[config.mk]
export PLATFORM = sky130hd
export DESIGN_NAME = rvh_l1d_amo_exec
export DESIGN_NICKNAME = d
export VERILOG_FILES = /design/src/rtl/rvh_l1d_pkg.sv /design/src/rtl/rvh_l1d_amo_alu.sv /design/src/rtl/std_dffe.sv /design/src/rtl/rvh_l1d_amo_exec.sv
export SDC_FILE = /design/constraint.sdc
export NUM_CORES = 1
export LEC_CHECK = 0
export CAP_MARGIN = 40
export CORE_MARGIN = 3
export CORE_UTILIZATION = 34
export CTS_CLUSTER_DIAMETER = 100
export DETAILED_ROUTE_END_ITERATION = 10
export PLACE_DENSITY = 0.55
export SLEW_MARGIN = 20
export SYNTH_ARGS = -nofsm -noshare
export SYNTH_HDL_FRONTEND = slang
export SYNTH_SLANG_ARGS = --single-unit
[constraint.sdc]
create_clock -name clk -period 10 [get_ports clk]
set_input_delay 1 -clock clk [delete_from_list [all_inputs] [get_ports clk]]
set_output_delay 1 -clock clk [all_outputs]
set_load 0.01 [all_outputs]
[src/rtl/rvh_l1d_pkg.sv]
// rtl/rvh_l1d_pkg.sv - L1D AMO executor types, STU opcode encodings and decode helpers
package rvh_l1d_pkg;

    localparam int L1D_DATA_W     = 64;
    localparam int L1D_ADDR_W     = 56;
    localparam int L1D_ROB_TAG_W  = 7;
    localparam int L1D_PREG_TAG_W = 7;
    localparam int L1D_OP_W       = 6;

    // STU opcodes: every word (W) variant has an odd code, doubleword (D) an even one.
    localparam logic [L1D_OP_W-1:0] STU_LRW      = 6'h01;
    localparam logic [L1D_OP_W-1:0] STU_LRD      = 6'h02;
    localparam logic [L1D_OP_W-1:0] STU_SCW      = 6'h03;
    localparam logic [L1D_OP_W-1:0] STU_SCD      = 6'h04;
    localparam logic [L1D_OP_W-1:0] STU_AMOSWAPW = 6'h05;
    localparam logic [L1D_OP_W-1:0] STU_AMOSWAPD = 6'h06;
    localparam logic [L1D_OP_W-1:0] STU_AMOADDW  = 6'h07;
    localparam logic [L1D_OP_W-1:0] STU_AMOADDD  = 6'h08;
    localparam logic [L1D_OP_W-1:0] STU_AMOANDW  = 6'h09;
    localparam logic [L1D_OP_W-1:0] STU_AMOANDD  = 6'h0A;
    localparam logic [L1D_OP_W-1:0] STU_AMOORW   = 6'h0B;
    localparam logic [L1D_OP_W-1:0] STU_AMOORD   = 6'h0C;
    localparam logic [L1D_OP_W-1:0] STU_AMOXORW  = 6'h0D;
    localparam logic [L1D_OP_W-1:0] STU_AMOXORD  = 6'h0E;
    localparam logic [L1D_OP_W-1:0] STU_AMOMAXW  = 6'h0F;
    localparam logic [L1D_OP_W-1:0] STU_AMOMAXD  = 6'h10;
    localparam logic [L1D_OP_W-1:0] STU_AMOMAXUW = 6'h11;
    localparam logic [L1D_OP_W-1:0] STU_AMOMAXUD = 6'h12;
    localparam logic [L1D_OP_W-1:0] STU_AMOMINW  = 6'h13;
    localparam logic [L1D_OP_W-1:0] STU_AMOMIND  = 6'h14;
    localparam logic [L1D_OP_W-1:0] STU_AMOMINUW = 6'h15;
    localparam logic [L1D_OP_W-1:0] STU_AMOMINUD = 6'h16;

    typedef enum logic [2:0] {
        AMO_S_IDLE    = 3'd0,
        AMO_S_RD_REQ  = 3'd1,
        AMO_S_RD_WAIT = 3'd2,
        AMO_S_CALC    = 3'd3,
        AMO_S_WR_REQ  = 3'd4,
        AMO_S_RESP    = 3'd5
    } l1d_amo_exec_fsm_t;

    typedef enum logic [3:0] {
        AMO_ALU_SWAP, AMO_ALU_ADD, AMO_ALU_AND, AMO_ALU_OR, AMO_ALU_XOR,
        AMO_ALU_MAX, AMO_ALU_MAXU, AMO_ALU_MIN, AMO_ALU_MINU
    } l1d_amo_alu_op_t;

    typedef struct packed {
        logic [L1D_ROB_TAG_W-1:0]  rob_tag;
        logic [L1D_PREG_TAG_W-1:0] prd;
        logic [L1D_OP_W-1:0]       opcode;
        logic [L1D_ADDR_W-1:0]     paddr;
        logic [L1D_DATA_W-1:0]     data;
        logic                      sc_succ;
        logic                      is_lr;
        logic                      is_sc;
        logic                      is_word;
    } l1d_amo_exec_req_t;

    function automatic logic decode_is_word(input logic [L1D_OP_W-1:0] opcode);
        return opcode[0];
    endfunction

    function automatic logic decode_is_lr(input logic [L1D_OP_W-1:0] opcode);
        return (opcode == STU_LRW) || (opcode == STU_LRD);
    endfunction

    function automatic logic decode_is_sc(input logic [L1D_OP_W-1:0] opcode);
        return (opcode == STU_SCW) || (opcode == STU_SCD);
    endfunction

    // LR and SC map to SWAP: LR never writes, and an SC writes rs2 exactly like a swap.
    function automatic l1d_amo_alu_op_t decode_alu_op(input logic [L1D_OP_W-1:0] opcode);
        case (opcode)
            STU_AMOADDW,  STU_AMOADDD:  return AMO_ALU_ADD;
            STU_AMOANDW,  STU_AMOANDD:  return AMO_ALU_AND;
            STU_AMOORW,   STU_AMOORD:   return AMO_ALU_OR;
            STU_AMOXORW,  STU_AMOXORD:  return AMO_ALU_XOR;
            STU_AMOMAXW,  STU_AMOMAXD:  return AMO_ALU_MAX;
            STU_AMOMAXUW, STU_AMOMAXUD: return AMO_ALU_MAXU;
            STU_AMOMINW,  STU_AMOMIND:  return AMO_ALU_MIN;
            STU_AMOMINUW, STU_AMOMINUD: return AMO_ALU_MINU;
            default:                    return AMO_ALU_SWAP;
        endcase
    endfunction

endpackage

[src/rtl/rvh_l1d_amo_alu.sv]
// rtl/rvh_l1d_amo_alu.sv - combinational AMO modify stage for word and doubleword ops
module rvh_l1d_amo_alu
    import rvh_l1d_pkg::*;
(
    input  l1d_amo_alu_op_t         op,
    input  logic                    is_word,
    input  logic [L1D_DATA_W-1:0]   old,
    input  logic [L1D_DATA_W-1:0]   rs2,
    output logic [L1D_DATA_W-1:0]   new_data
);
    logic [L1D_DATA_W-1:0] a, b, res;

    // Word ops run on sign-extended 32-bit operands: sign extension preserves both
    // signed and unsigned order, so one 64-bit datapath serves both widths.
    always_comb begin
        a   = is_word ? {{32{old[31]}}, old[31:0]} : old;
        b   = is_word ? {{32{rs2[31]}}, rs2[31:0]} : rs2;
        res = b;
        case (op)
            AMO_ALU_SWAP: res = b;
            AMO_ALU_ADD:  res = a + b;
            AMO_ALU_AND:  res = a & b;
            AMO_ALU_OR:   res = a | b;
            AMO_ALU_XOR:  res = a ^ b;
            AMO_ALU_MAX:  res = ($signed(a) >= $signed(b)) ? a : b;
            AMO_ALU_MAXU: res = (a >= b) ? a : b;
            AMO_ALU_MIN:  res = ($signed(a) <= $signed(b)) ? a : b;
            AMO_ALU_MINU: res = (a <= b) ? a : b;
            default:      res = b;
        endcase
        new_data = is_word ? {2{res[31:0]}} : res;
    end
endmodule

[src/rtl/std_dffe.sv]
// rtl/std_dffe.sv - enable flop and enable flop with synchronous active-low reset
module std_dffe #(
    parameter int WIDTH = 8
) (
    input  logic             clk,
    input  logic             en,
    input  logic [WIDTH-1:0] d,
    output logic [WIDTH-1:0] q
);
    // Load d when enabled; no reset, contents qualified by the owner's state.
    always_ff @(posedge clk) begin
        if (en) q <= d;
    end
endmodule

module std_dffrve #(
    parameter int WIDTH = 8
) (
    input  logic             clk,
    input  logic             rstn,
    input  logic [WIDTH-1:0] rst_val,
    input  logic             en,
    input  logic [WIDTH-1:0] d,
    output logic [WIDTH-1:0] q
);
    // Synchronous reset to rst_val, otherwise load d when enabled.
    always_ff @(posedge clk) begin
        if (!rstn)   q <= rst_val;
        else if (en) q <= d;
    end
endmodule

[src/rtl/rvh_l1d_amo_exec.sv]
// rtl/rvh_l1d_amo_exec.sv - LR/SC/AMO read-modify-write executor; option RVH_L1D_AMO_MISALIGN_CHK_EN
module rvh_l1d_amo_exec
    import rvh_l1d_pkg::*;
#(
    parameter int DATA_W     = 64,
    parameter int ADDR_W     = 56,
    parameter int ROB_TAG_W  = 7,
    parameter int PREG_TAG_W = 7,
    parameter int OP_W       = 6
) (
    input  logic                  clk,
    input  logic                  rst,
    input  logic                  amo_req_vld_i,
    output logic                  amo_req_rdy_o,
    input  logic [ROB_TAG_W-1:0]  amo_req_rob_tag_i,
    input  logic [PREG_TAG_W-1:0] amo_req_prd_i,
    input  logic [OP_W-1:0]       amo_req_opcode_i,
    input  logic [ADDR_W-1:0]     amo_req_paddr_i,
    input  logic [DATA_W-1:0]     amo_req_data_i,
    input  logic                  amo_req_sc_succ_i,
    output logic                  bank_rd_vld_o,
    input  logic                  bank_rd_rdy_i,
    output logic [ADDR_W-1:0]     bank_rd_addr_o,
    input  logic                  bank_rd_resp_vld_i,
    input  logic [DATA_W-1:0]     bank_rd_resp_data_i,
    output logic                  bank_wr_vld_o,
    input  logic                  bank_wr_rdy_i,
    output logic [ADDR_W-1:0]     bank_wr_addr_o,
    output logic [DATA_W-1:0]     bank_wr_data_o,
    output logic [DATA_W/8-1:0]   bank_wr_mask_o,
    output logic                  rob_wb_vld_o,
    output logic [ROB_TAG_W-1:0]  rob_wb_rob_tag_o,
    output logic [PREG_TAG_W-1:0] rob_wb_prd_o,
    output logic [DATA_W-1:0]     rob_wb_data_o
`ifdef RVH_L1D_AMO_MISALIGN_CHK_EN
    ,
    output logic                  rob_wb_excp_o
`endif
);
    l1d_amo_exec_fsm_t                    state_q, state_d;
    logic [$bits(l1d_amo_exec_fsm_t)-1:0] state_raw;
    l1d_amo_exec_req_t                    req_d, req_q;
    logic [DATA_W-1:0]                    rd_data_q, old_q, new_q, old_ext, calc_wb, alu_new, wb_data;
    logic [31:0]                          old_lane;
    logic [ADDR_W-1:0]                    dw_addr;
    logic [DATA_W/8-1:0]                  wr_mask;
    logic                                 req_hs, sc_fail_in, unused_paddr_lo;

    assign req_hs          = amo_req_vld_i & amo_req_rdy_o;
    assign sc_fail_in      = decode_is_sc(amo_req_opcode_i) & ~amo_req_sc_succ_i;
    assign unused_paddr_lo = ^req_q.paddr[1:0];

    // Latch the request with its decoded class so later states never look at the inputs.
    always_comb begin
        req_d         = '0;
        req_d.rob_tag = amo_req_rob_tag_i;
        req_d.prd     = amo_req_prd_i;
        req_d.opcode  = amo_req_opcode_i;
        req_d.paddr   = amo_req_paddr_i;
        req_d.data    = amo_req_data_i;
        req_d.sc_succ = amo_req_sc_succ_i;
        req_d.is_lr   = decode_is_lr(amo_req_opcode_i);
        req_d.is_sc   = decode_is_sc(amo_req_opcode_i);
        req_d.is_word = decode_is_word(amo_req_opcode_i);
    end

    std_dffrve #(.WIDTH($bits(l1d_amo_exec_fsm_t))) u_state_reg (
        .clk(clk), .rstn(rst), .rst_val(AMO_S_IDLE), .en(1'b1), .d(state_d), .q(state_raw));
    assign state_q = l1d_amo_exec_fsm_t'(state_raw);

    std_dffe #(.WIDTH($bits(l1d_amo_exec_req_t))) u_req_reg (
        .clk(clk), .en(req_hs), .d(req_d), .q(req_q));
    std_dffe #(.WIDTH(DATA_W)) u_rd_data_reg (
        .clk(clk), .en((state_q == AMO_S_RD_WAIT) & bank_rd_resp_vld_i),
        .d(bank_rd_resp_data_i), .q(rd_data_q));
    std_dffe #(.WIDTH(DATA_W)) u_old_reg (
        .clk(clk), .en(state_q == AMO_S_CALC), .d(calc_wb), .q(old_q));
    std_dffe #(.WIDTH(DATA_W)) u_new_reg (
        .clk(clk), .en(state_q == AMO_S_CALC), .d(alu_new), .q(new_q));

`ifdef RVH_L1D_AMO_MISALIGN_CHK_EN
    logic misalign_in, misalign_q;
    assign misalign_in = decode_is_word(amo_req_opcode_i) ? (amo_req_paddr_i[1:0] != 2'b00)
                                                          : (amo_req_paddr_i[2:0] != 3'b000);
    // A failed SC keeps its normal status response even when misaligned.
    std_dffe #(.WIDTH(1)) u_misalign_reg (
        .clk(clk), .en(req_hs), .d(misalign_in & ~sc_fail_in), .q(misalign_q));
`endif

    // Old value seen by the ALU and returned to the ROB: the addressed lane, sign-extended, for W ops.
    assign old_lane = req_q.paddr[2] ? rd_data_q[63:32] : rd_data_q[31:0];
    assign old_ext  = req_q.is_word ? {{32{old_lane[31]}}, old_lane} : rd_data_q;
    assign calc_wb  = req_q.is_sc ? '0 : old_ext;

    rvh_l1d_amo_alu u_alu (
        .op(decode_alu_op(req_q.opcode)), .is_word(req_q.is_word),
        .old(old_ext), .rs2(req_q.data), .new_data(alu_new));

    // Next-state logic; SC failure (and misalignment when checked) skips the bank entirely.
    always_comb begin
        state_d = state_q;
        case (state_q)
            AMO_S_IDLE: begin
                if (req_hs) begin
                    state_d = AMO_S_RD_REQ;
                    if (sc_fail_in) state_d = AMO_S_RESP;
`ifdef RVH_L1D_AMO_MISALIGN_CHK_EN
                    if (misalign_in) state_d = AMO_S_RESP;
`endif
                end
            end
            AMO_S_RD_REQ:  if (bank_rd_rdy_i) state_d = AMO_S_RD_WAIT;
            AMO_S_RD_WAIT: if (bank_rd_resp_vld_i) state_d = AMO_S_CALC;
            AMO_S_CALC:    state_d = req_q.is_lr ? AMO_S_RESP : AMO_S_WR_REQ;
            AMO_S_WR_REQ:  if (bank_wr_rdy_i) state_d = AMO_S_RESP;
            AMO_S_RESP:    state_d = AMO_S_IDLE;
            default:       state_d = AMO_S_IDLE;
        endcase
    end

    // Writeback payload: SC status, misalignment zero, or the registered old value.
    always_comb begin
        wb_data = old_q;
        if (req_q.is_sc && !req_q.sc_succ) wb_data = DATA_W'(1);
`ifdef RVH_L1D_AMO_MISALIGN_CHK_EN
        if (misalign_q) wb_data = '0;
`endif
    end

    assign dw_addr = {req_q.paddr[ADDR_W-1:3], 3'b000};
    assign wr_mask = !req_q.is_word ? 8'hFF : (req_q.paddr[2] ? 8'hF0 : 8'h0F);

    // Outputs are qualified by state so that every payload reads zero outside its handshake.
    assign amo_req_rdy_o    = (state_q == AMO_S_IDLE);
    assign bank_rd_vld_o    = (state_q == AMO_S_RD_REQ);
    assign bank_rd_addr_o   = bank_rd_vld_o ? dw_addr : '0;
    assign bank_wr_vld_o    = (state_q == AMO_S_WR_REQ);
    assign bank_wr_addr_o   = bank_wr_vld_o ? dw_addr : '0;
    assign bank_wr_data_o   = bank_wr_vld_o ? new_q : '0;
    assign bank_wr_mask_o   = bank_wr_vld_o ? wr_mask : '0;
    assign rob_wb_vld_o     = (state_q == AMO_S_RESP);
    assign rob_wb_rob_tag_o = rob_wb_vld_o ? req_q.rob_tag : '0;
    assign rob_wb_prd_o     = rob_wb_vld_o ? req_q.prd : '0;
    assign rob_wb_data_o    = rob_wb_vld_o ? wb_data : '0;
`ifdef RVH_L1D_AMO_MISALIGN_CHK_EN
    assign rob_wb_excp_o    = rob_wb_vld_o & misalign_q;
`endif

    rd_resp_in_rd_wait: assert property (@(posedge clk) disable iff (!rst)
        bank_rd_resp_vld_i |-> (state_q == AMO_S_RD_WAIT));

endmodule

# [After elaboration in Yosys (flattened, before gate mapping)]
# Memories as Yosys holds them, arrays and structs flattened. A register that Yosys moved wholly into a read port is not among the register bits.
# Cells that the tools add are included.
[word_totals] latchBits=0 mem_count=1 out_inout_bits=266 wordCells=74 ram_bits=0 ff_bits=339 romBits=128
[op_classes] shifts=0 bitwise_logic=7 addsub=1 reduce_logical=6 div_mod_pow=0 eq_ne=21 multipliers=0 n_mux=29 n_lt_le_gt_ge=4
[mem_list] memory="(no name shown)" depth=32 width=4 rd=1 rd_ports_with_merged_regs=1 write_ports=0 line_no="rvh_l1d_pkg.sv:74" text="case (opcode)"
[ops] operator="2-to-1 mux 64 bit" count=11
[ops] operator="one-hot mux 64 bit (8 select lines)" count=1
[ops] operator="greater-or-equal comparator 64 bit" count=2
[ops] operator="less-or-equal comparator 64 bit" count=2
[ops] operator="2-to-1 mux 56 bit" count=2
[ops] operator="adder 64 bit" count=1
[ops] operator="bitwise AND 64 bit" count=1
[ops] operator="OR 64 bit" count=1
[ops] operator="XOR 64 bit" count=1
[ops] operator="2-to-1 mux 32 bit" count=1
[ops] operator="2-to-1 mux 8 bit" count=3
[ops] operator="equality test 4 x 3 -> 1 bit (second input constant)" count=4
[ops] operator="2-to-1 mux 3 bit" count=5
[ops] operator="one-hot mux 3 bit (5 select lines)" count=1
[ops] operator="2-to-1 mux 7 bit" count=2
[ops] operator="equality test 6 x 2 -> 1 bit (second input constant)" count=2
[ops] operator="equality test 4 x 2 -> 1 bit (second input constant)" count=2
[ops] operator="equality test 3 x 2 -> 1 bit (second input constant)" count=2
[ops] operator="equality test 3 bit (second input constant)" count=2
[ops] operator="equality test 6 x 1 -> 1 bit (second input constant)" count=1
[ops] operator="equality test 6 x 3 -> 1 bit (second input constant)" count=1
[ops] operator="!= test 2 x 1 -> 1 bit (second input constant)" count=3
[ops] operator="2-to-1 mux 5 bit" count=1
[ops] operator="equality test 4 x 1 -> 1 bit (second input constant)" count=1
[ops] operator="12 further kinds" count=15

# [Depth between registers and ports, before layout]
# Gate-level depths: netlist (run 1).
[depth] ltp_word=7 depth_mapped=20 mapped_depth_nobuf=15

# [Hierarchy]
# Synthesis (run 1) repeated with hierarchy kept, for this count alone.
[unflattened] cells_unflattened=2403 area_unflattened_um2=23832.9
[by_module_without_submodules] mod="rvh_l1d_amo_alu" cells_each=1532 instances=1 area_per_inst_um2=10049.6
[by_module_without_submodules] mod="std_dffe at u_new_reg ..." cells_each=64 instances=3 area_per_inst_um2=1921.8
[by_module_without_submodules] mod="std_dffe at u_req_reg" cells_each=144 instances=1 area_per_inst_um2=4324.1
[by_module_without_submodules] mod="rvh_l1d_amo_exec" cells_each=528 instances=1 area_per_inst_um2=3563.4
[by_module_without_submodules] mod="std_dffrve" cells_each=7 instances=1 area_per_inst_um2=130.1

# [Worst setup path before layout (run 1)]
# Ideal clock, no wire load.
[synth_timing] kind="input to register" from="in amo_req_vld_i" to="reg (tool-made name)" cell_stages=5 slack_ns=3.410 required_ns=9.855 arrival_ns=6.445 cell_sequence="and2_1 > clkbuf_1 > mux2i_1 > a21boi_0 > o32ai_1"
[synth_lines] item="start, declared" line_no="rvh_l1d_amo_exec.sv:13" text="input logic amo_req_vld_i,"

==> flow_summary.yaml, run 1 <==
clock_tree:
  clk_path_buf_depth: 3
  cts_setup_buffers: 0
  cts_max_level: 2
  clk_pin_slew_worst_paths_ns: 0.06
  cts_repair_resize_count: 0
  cts_hold_buf: 0
  clk-insertion-delay-late_ns: 0.59
  tritoncts: "built"
  cts_sinks: 340
  buffer_cell_driving_the_clock_tree_root: "sky130_fd_sc_hd__clkbuf_16"
  cts_buffers: 40
power:
  totalPowerFinal_uw: 5822
  p_comb_share_pct: 45.1
  power_report.internal_total_uw: 3432
  powerDensity_nw_per_um2: 189.2
  seqPwrFrac_pct: 31.8
  total_switching_power_uw: 2391
  p_clk_share_pct: 23.1
  vdd.ir_drop.worst_v: 0.0001202
  leakage_uw: 0.01244
  power_switching_share_pct: 41.06
routing:
  postRouteAntennaNets: 0
  wl_per_cell_um: 25.23
  detail_route.vias_per_cell: 5.619
  vias: 21612
  drc: 0
  route.final.wire_length_mm: 97.05
  firstDrtPassIters: 7
  drt_iter0_drc: 2057
run_status:
  outcome: "complete, no violations"
setup_path:
  start_kind: "flop"
  cp.arrival_ns: 7.71
  worst-setup-path-type: "flop to flop"
  cpMostUsedCell: "sky130_fd_sc_hd__buf_4"
  cp_max_fo: 32
  critical_path.endpoint_type: "flop"
  timing.reg2reg.setup_slack_ns: 2.60
  timing.critical_path.cells: "inv_2 -> buf_4 -> nor2_2 -> buf_4 -> a21oi_1 -> inv_1 -> ha_1 -> inv_1 -> o211ai_1 -> a21boi_0 -> o311ai_1 -> nand3_1 -> or3_1 -> nand2_1 -> buf_4 -> nor2_1 -> or4bb_1 -> a22o_1"
  delay_of_the_slowest_critical_path_stage_ns: 0.72
  crit_slowest_cell: "sky130_fd_sc_hd__a21oi_1"
  critPathRequiredTime_ns: 10.31
global_routing:
  grt_start_max_net_pins: 107
  global_route.overflow_total: 0
  global_route_wire_length_before_repair_mm: 140.9
  grt_pass1_vias: 21143
  antenna_found_initial: 3
  grt_util_all_layers_pct: 25.50
finish:
  commonest_non_fill_non_tap_cell_in_the_layout: "sky130_fd_sc_hd__clkdlybuf4s50_1"
  layout.area.seq_um2: 10140
  area_delta_synth_final_pct: 29.40
  most-common-layout-cells: "sky130_fd_sc_hd__clkdlybuf4s50_1, sky130_fd_sc_hd__edfxtp_1, sky130_fd_sc_hd__nor2_1"
  final_design_area_no_fill_um2: 30760
  fillerInstances: 6645
  design.final.nets: 3293
  drive_gt1_share_pct: 6.040
  multiInputGateArea_um2: 12190
placed_design:
  detailedPlacementHpwl_mm: 73.78
  detailed_place.area_um2: 29450
  numPortBuffers: 468
  finalWeightedCongestion: 0.9439
floorplan:
  num_rows: 96
  design.die.area_um2: 73140
  die_w_um: 270.4
  initial_utilization_pct: 34.48
  core_um2: 68950
  pin_count: 477
  dieHeight_um: 270.4
timing:
  finalHoldViolations: 0
  rsz0062_at_grt: "no"
  max-slew-margin-rel_pct: 36.14
  timing.setup.tns_ns: 0
  skew_ns: 0.03371
  max_slew.worst_pin.slew_ns: 0.9338
  achievable_freq_mhz: 135.1
  final-max-slew-violation-count: 0
  layout_min_cycle_time_ns: 7.403
  setup_viol_count_final: 0
  min_period_over_period_pct: 74.03
synth:
  post_synth_inst_count: 2486
  synthDistinctLibCells: 89
  post_synth.cell_area_avg_um2: 9.564
  edff_count_synth: 333
  yosysWarningCount: 0
  most_used_dff_post_synth: "sky130_fd_sc_hd__edfxtp_1"
  yosys_register_bits: 340
  yosysSeqAreaShare_pct: 42.65
  syn-cell-area_um2: 23780
  synth_async_sr_flop_share_pct: 0
run:
  drv.max_cap_violation_count: 0
worst_hold_path:
  hold_path.class: "flop to flop"
-- final cells by class --
type | instances | share of cell area [%]
antenna | 1 | 0.008134
clock buffer | 51 | 3.457
clock inverter | 18 | 0.4311
inverter | 177 | 2.160
multi-input combinational | 1784 | 39.64
sequential | 340 | 32.97
tap | 931 | 3.786
timing repair buffer | 544 | 17.55
-- flip-flops by register name, indices dropped and copies added (netlist names), named ones only --
register,count
u_req_reg.q,141
u_old_reg.q,64
u_state_reg.q,3
u_rd_data_reg.q,64
u_new_reg.q,64
-- cell usage after synthesis (all sizes together) (7+ instances only) --
cell       n  area (um^2)
edfxtp   333        10000
nor2     213        799.5
a21oi    205         1026
ha       194         2427
inv      177        664.4
and2     144        900.9
nand2    143        539.3
and3     138        868.3
clkbuf   137        514.2
o21ai    131        655.6
a221oi    57        549.3
buf       53        356.6
a21o      48        360.4
mux2i     45        450.4
nand3     35        180.2
o211ai    29        217.7
xnor2     28        245.2
nor3      26        130.1
o22ai     25        156.4
a211oi    23        172.7
o21bai    20        150.1
nand4     19        125.1
nor4      19        182.7
nor2b     17        106.4
o221ai    16        140.1
a31oi     15        93.84
a22o      14        122.6
nand2b    12        75.07
a211o     11        96.34
a21boi    11        82.58
o2111ai   11        96.34
a221o     10        100.1
o31ai     10        80.07
xor2       8        70.07
a2111oi    7        62.56
a22oi      7        52.55
a32oi      7        61.31
dfxtp      7        140.1
o21a       7        52.55
o311ai     7        61.31
-- final timing paths --
path | startpoint | endpoint | cells after the start
setup / recovery | u_req_reg.q[124] | u_new_reg.q[57] | 18
hold / removal | u_rd_data_reg.q[2] | u_old_reg.q[2] | 2
setup reg to reg | u_req_reg.q[124] | u_new_reg.q[57] | 18
hold reg to reg | u_rd_data_reg.q[2] | u_old_reg.q[2] | 2
-- cells by family after synthesis --
family / synth area share [%]
AND/OR/NAND/NOR: 17.40
XOR/XNOR: 1.421
multiplexers: 2.037
AO/OA/AOI/OAI: 19.72
other: 0.01577
flip-flops: 42.65
buffers and inverters: 6.457
adder cells (fa/ha/maj): 10.29
-- power by group through the flow --
stage	combinational (uW)	clock [uW]	sequential [uW]
finish	2620	1350	1850
floorplan	1600	0	1850
global route	2800	1450	1860
CTS	2550	1390	1860
global placement	2480	0	1890
detailed placement	2540	0	1890
-- metrics by stage --
step                util, %  setup slack, ns  hold slack (ns)  cells
finish                44.62            2.597           0.6111   3846
global route          44.62            2.434           0.6688   3845
CTS                   44.45            2.882           0.6062   3838
detailed placement    42.72            2.900           0.5922   3769
global placement      42.43            2.864           0.6077   3754
floorplan                 -            3.410           0.5583   2491
-- metal layers --
metal,wire (um),up-vias,track usage [%],share of wire (%)
met2,44040,967,41.32,45
met3,7301,161,5.330,7.5
met5,11,-,0,0.011
met1,42100,10613,33.98,43
li1,-,9869,-,-
met4,3591,2,8.433,3.7
-- worst max-delay path, delay by kind of cell, from the launching register on --
kind                       cells  cell delay, ns
buffers and inverters          6            2.12
and+or+nand+nor                6            2.07
AOI/OAI and AO/OA              5            1.79
DFF                            1            0.58
adders and majority gates      1            0.49
Note: power is estimated with default switching activity, not from simulation.
==> run 2: changes to the inputs <==
--- a/config.mk
+++ b/config.mk
@@ -10,7 +10,7 @@
 export CORE_UTILIZATION = 34
 export CTS_CLUSTER_DIAMETER = 100
 export DETAILED_ROUTE_END_ITERATION = 10
-export PLACE_DENSITY = 0.55
+export PLACE_DENSITY = 0.57
 export SLEW_MARGIN = 20
 export SYNTH_ARGS = -nofsm -noshare
 export SYNTH_HDL_FRONTEND = slang
==> constraint.sdc (replaced) <==
create_clock -name clk -period 5.97 [get_ports clk]
set_input_delay 0.597 -clock clk [delete_from_list [all_inputs] [get_ports clk]]
set_output_delay 0.597 -clock clk [all_outputs]
set_load 0.01 [all_outputs]
==> run 2 against run 1 <==
Sequential share of layout area down 2.2 points. Die area stayed put. Sequential power increased by 68%. Non-clock buffer count is 275 higher. Design area grew 7.3%. Clock skew down 0.013 ns. Combinational power is 97% higher. Maximum frequency increased by 27%.
==> flow_summary.yaml, run 2 (same netlist as run 1, synthesis figures left out) <==
run_status:
  outcome: "complete, no violations"
setup_path:
  start_kind: "flop"
  timing.reg2reg.setup_slack_ns: 0.13
  worst-setup-path-type: "flop to flop"
  regToRegStartpoint: "u_req_reg.q[124]"
  cp.arrival_ns: 6.12
  crit_slowest_cell: "sky130_fd_sc_hd__nor4_1"
  critical_path.endpoint_type: "flop"
  timing.critical_path.cells: "buf_12 -> nand2_2 -> buf_12 -> mux2i_1 -> ha_1 -> nor4_1 -> nand4_1 -> nor4_4 -> buf_4 -> o31ai_2 -> nand3_1 -> o21ai_0 -> nand2_1 -> buf_4 -> buf_12 -> o211ai_1 -> o22ai_1 -> buf_4 -> o32ai_1"
  worst-r2r-cell-count: 19
  cp_max_fo: 32
  critPathRequiredTime_ns: 6.25
  delay_of_the_slowest_critical_path_stage_ns: 0.70
  worst_r2r_end: "u_new_reg.q[38]"
run:
  drv.max_cap_violation_count: 0
global_routing:
  global_route.overflow_total: 0
  grt_start_max_net_pins: 130
  grt_util_all_layers_pct: 27.33
  global_route_wire_length_before_repair_mm: 149.9
  antenna_found_initial: 6
  grt_pass1_vias: 22385
finish:
  commonest_non_fill_non_tap_cell_in_the_layout: "sky130_fd_sc_hd__clkdlybuf4s50_1"
  drive_gt1_share_pct: 14.35
  largest_register_ffs: 141
  design.final.nets: 3568
  largest-register: "u_req_reg.q"
  area_delta_synth_final_pct: 38.80
  most-common-layout-cells: "sky130_fd_sc_hd__clkdlybuf4s50_1, sky130_fd_sc_hd__buf_4, sky130_fd_sc_hd__edfxtp_1"
  postLayoutCoreUtil_pct: 47.86
  insertedDiodeCount: 0
floorplan:
  design.die.area_um2: 73140
  core_um2: 68950
  initial_utilization_pct: 34.48
  dieHeight_um: 270.4
  die_w_um: 270.4
  pin_count: 477
  num_rows: 96
routing:
  detail_route.vias_per_cell: 5.507
  drc: 0
  postRouteAntennaNets: 0
  vias: 22700
  route.final.wire_length_mm: 103.9
  wl_per_cell_um: 25.21
  firstDrtPassIters: 6
  drt_iter0_drc: 2056
timing:
  timing.setup.tns_ns: 0
  setup_viol_count_final: 0
  achievable_freq_mhz: 171.2
  min_period_over_period_pct: 97.82
  layout_min_cycle_time_ns: 5.840
  fin_worst_hold_slack_ns: 0.5685
  max-slew-margin-rel_pct: 42.23
  final-max-slew-violation-count: 0
  rsz0062_at_grt: "no"
  finalHoldViolations: 0
  skew_ns: 0.02034
  max_slew.worst_pin.slew_ns: 0.8645
power:
  totalPowerFinal_uw: 10730
  leakage_uw: 0.01385
  powerDensity_nw_per_um2: 325.3
  vdd.ir_drop.worst_v: 0.0002080
clock_tree:
  clk_pin_slew_worst_paths_ns: 0.06
  buffer_cell_driving_the_clock_tree_root: "sky130_fd_sc_hd__clkbuf_16"
  cts_buffers: 40
  cts_max_level: 2
  cts_repair_resize_count: 0
  clk-insertion-delay-late_ns: 0.58
  cts_sinks: 340
  cts_hold_buf: 0
  cts_setup_buffers: 0
  clk_path_buf_depth: 3
  tritoncts: "built"
worst_hold_path:
  timing.hold.worst_path_depth: 1
  holdCritStartpoint: "amo_req_paddr_i[13]"
  hold_path.class: "input port to flop"
  worst_hold_path_ep: "u_req_reg.q[81]"
placed_design:
  finalWeightedCongestion: 0.9682
  detailedPlacementHpwl_mm: 81.00
  numPortBuffers: 468
run 2: report_power, final:
part           internal (uW)  total (uW)  switching, uW
sequential              2950        3110            153
clock                   1460        2470           1010
combinational           2090        5160           3060
total                   6510       10700           4230
run 2: layout make-up:
cell class	count	area, um^2
sequential	340	10140
fill	6616	35950
inverter	177	664.4
clock inverter	25	292.8
multi-input combinational	1784	12190
tap	931	1165
clock buffer	46	1023
timing repair buffer	819	7523
run 2: worst max path at each step:
stage / start / to / depth (start not counted)
after floorplan: u_state_reg.q[2] / u_rd_data_reg.q[0] / 3
after global placement: u_req_reg.q[124] / u_new_reg.q[38] / 20
after detailed placement: u_req_reg.q[124] / u_new_reg.q[38] / 20
after CTS: u_req_reg.q[124] / u_new_reg.q[38] / 20
after global routing: u_req_reg.q[124] / u_new_reg.q[38] / 20
final: u_req_reg.q[124] / u_new_reg.q[38] / 19
run 2: metrics by stage:
stage	cell area, um^2	setup slack (ns)	instances
global placement	31630	0.2614	4048
CTS	32970	0.2294	4121
finish	33000	0.1303	4122
floorplan	23800	0.02875	2491
detailed placement	31650	0.2962	4050
global route	33000	0.06489	4122
run 2: routing by layer:
metal  global-route usage, %  vias up  wire length, um
li1                        -    10421                -
met1                   37.07    11092            44850
met2                   43.81     1018            46780
met3                   5.090      165             8387
met4                   9.426        4             3885
met5                       0        -               27
run 2: critical path: cells and delay by family (launching register included):
family | cells | cell delay (ns)
muxes | 1 | 0.42
adders and majority gates | 1 | 0.35
AOI/OAI and AO/OA | 5 | 0.96
buffers and inverters | 6 | 1.32
DFF | 1 | 0.42
and+or+nand+nor | 6 | 2.02
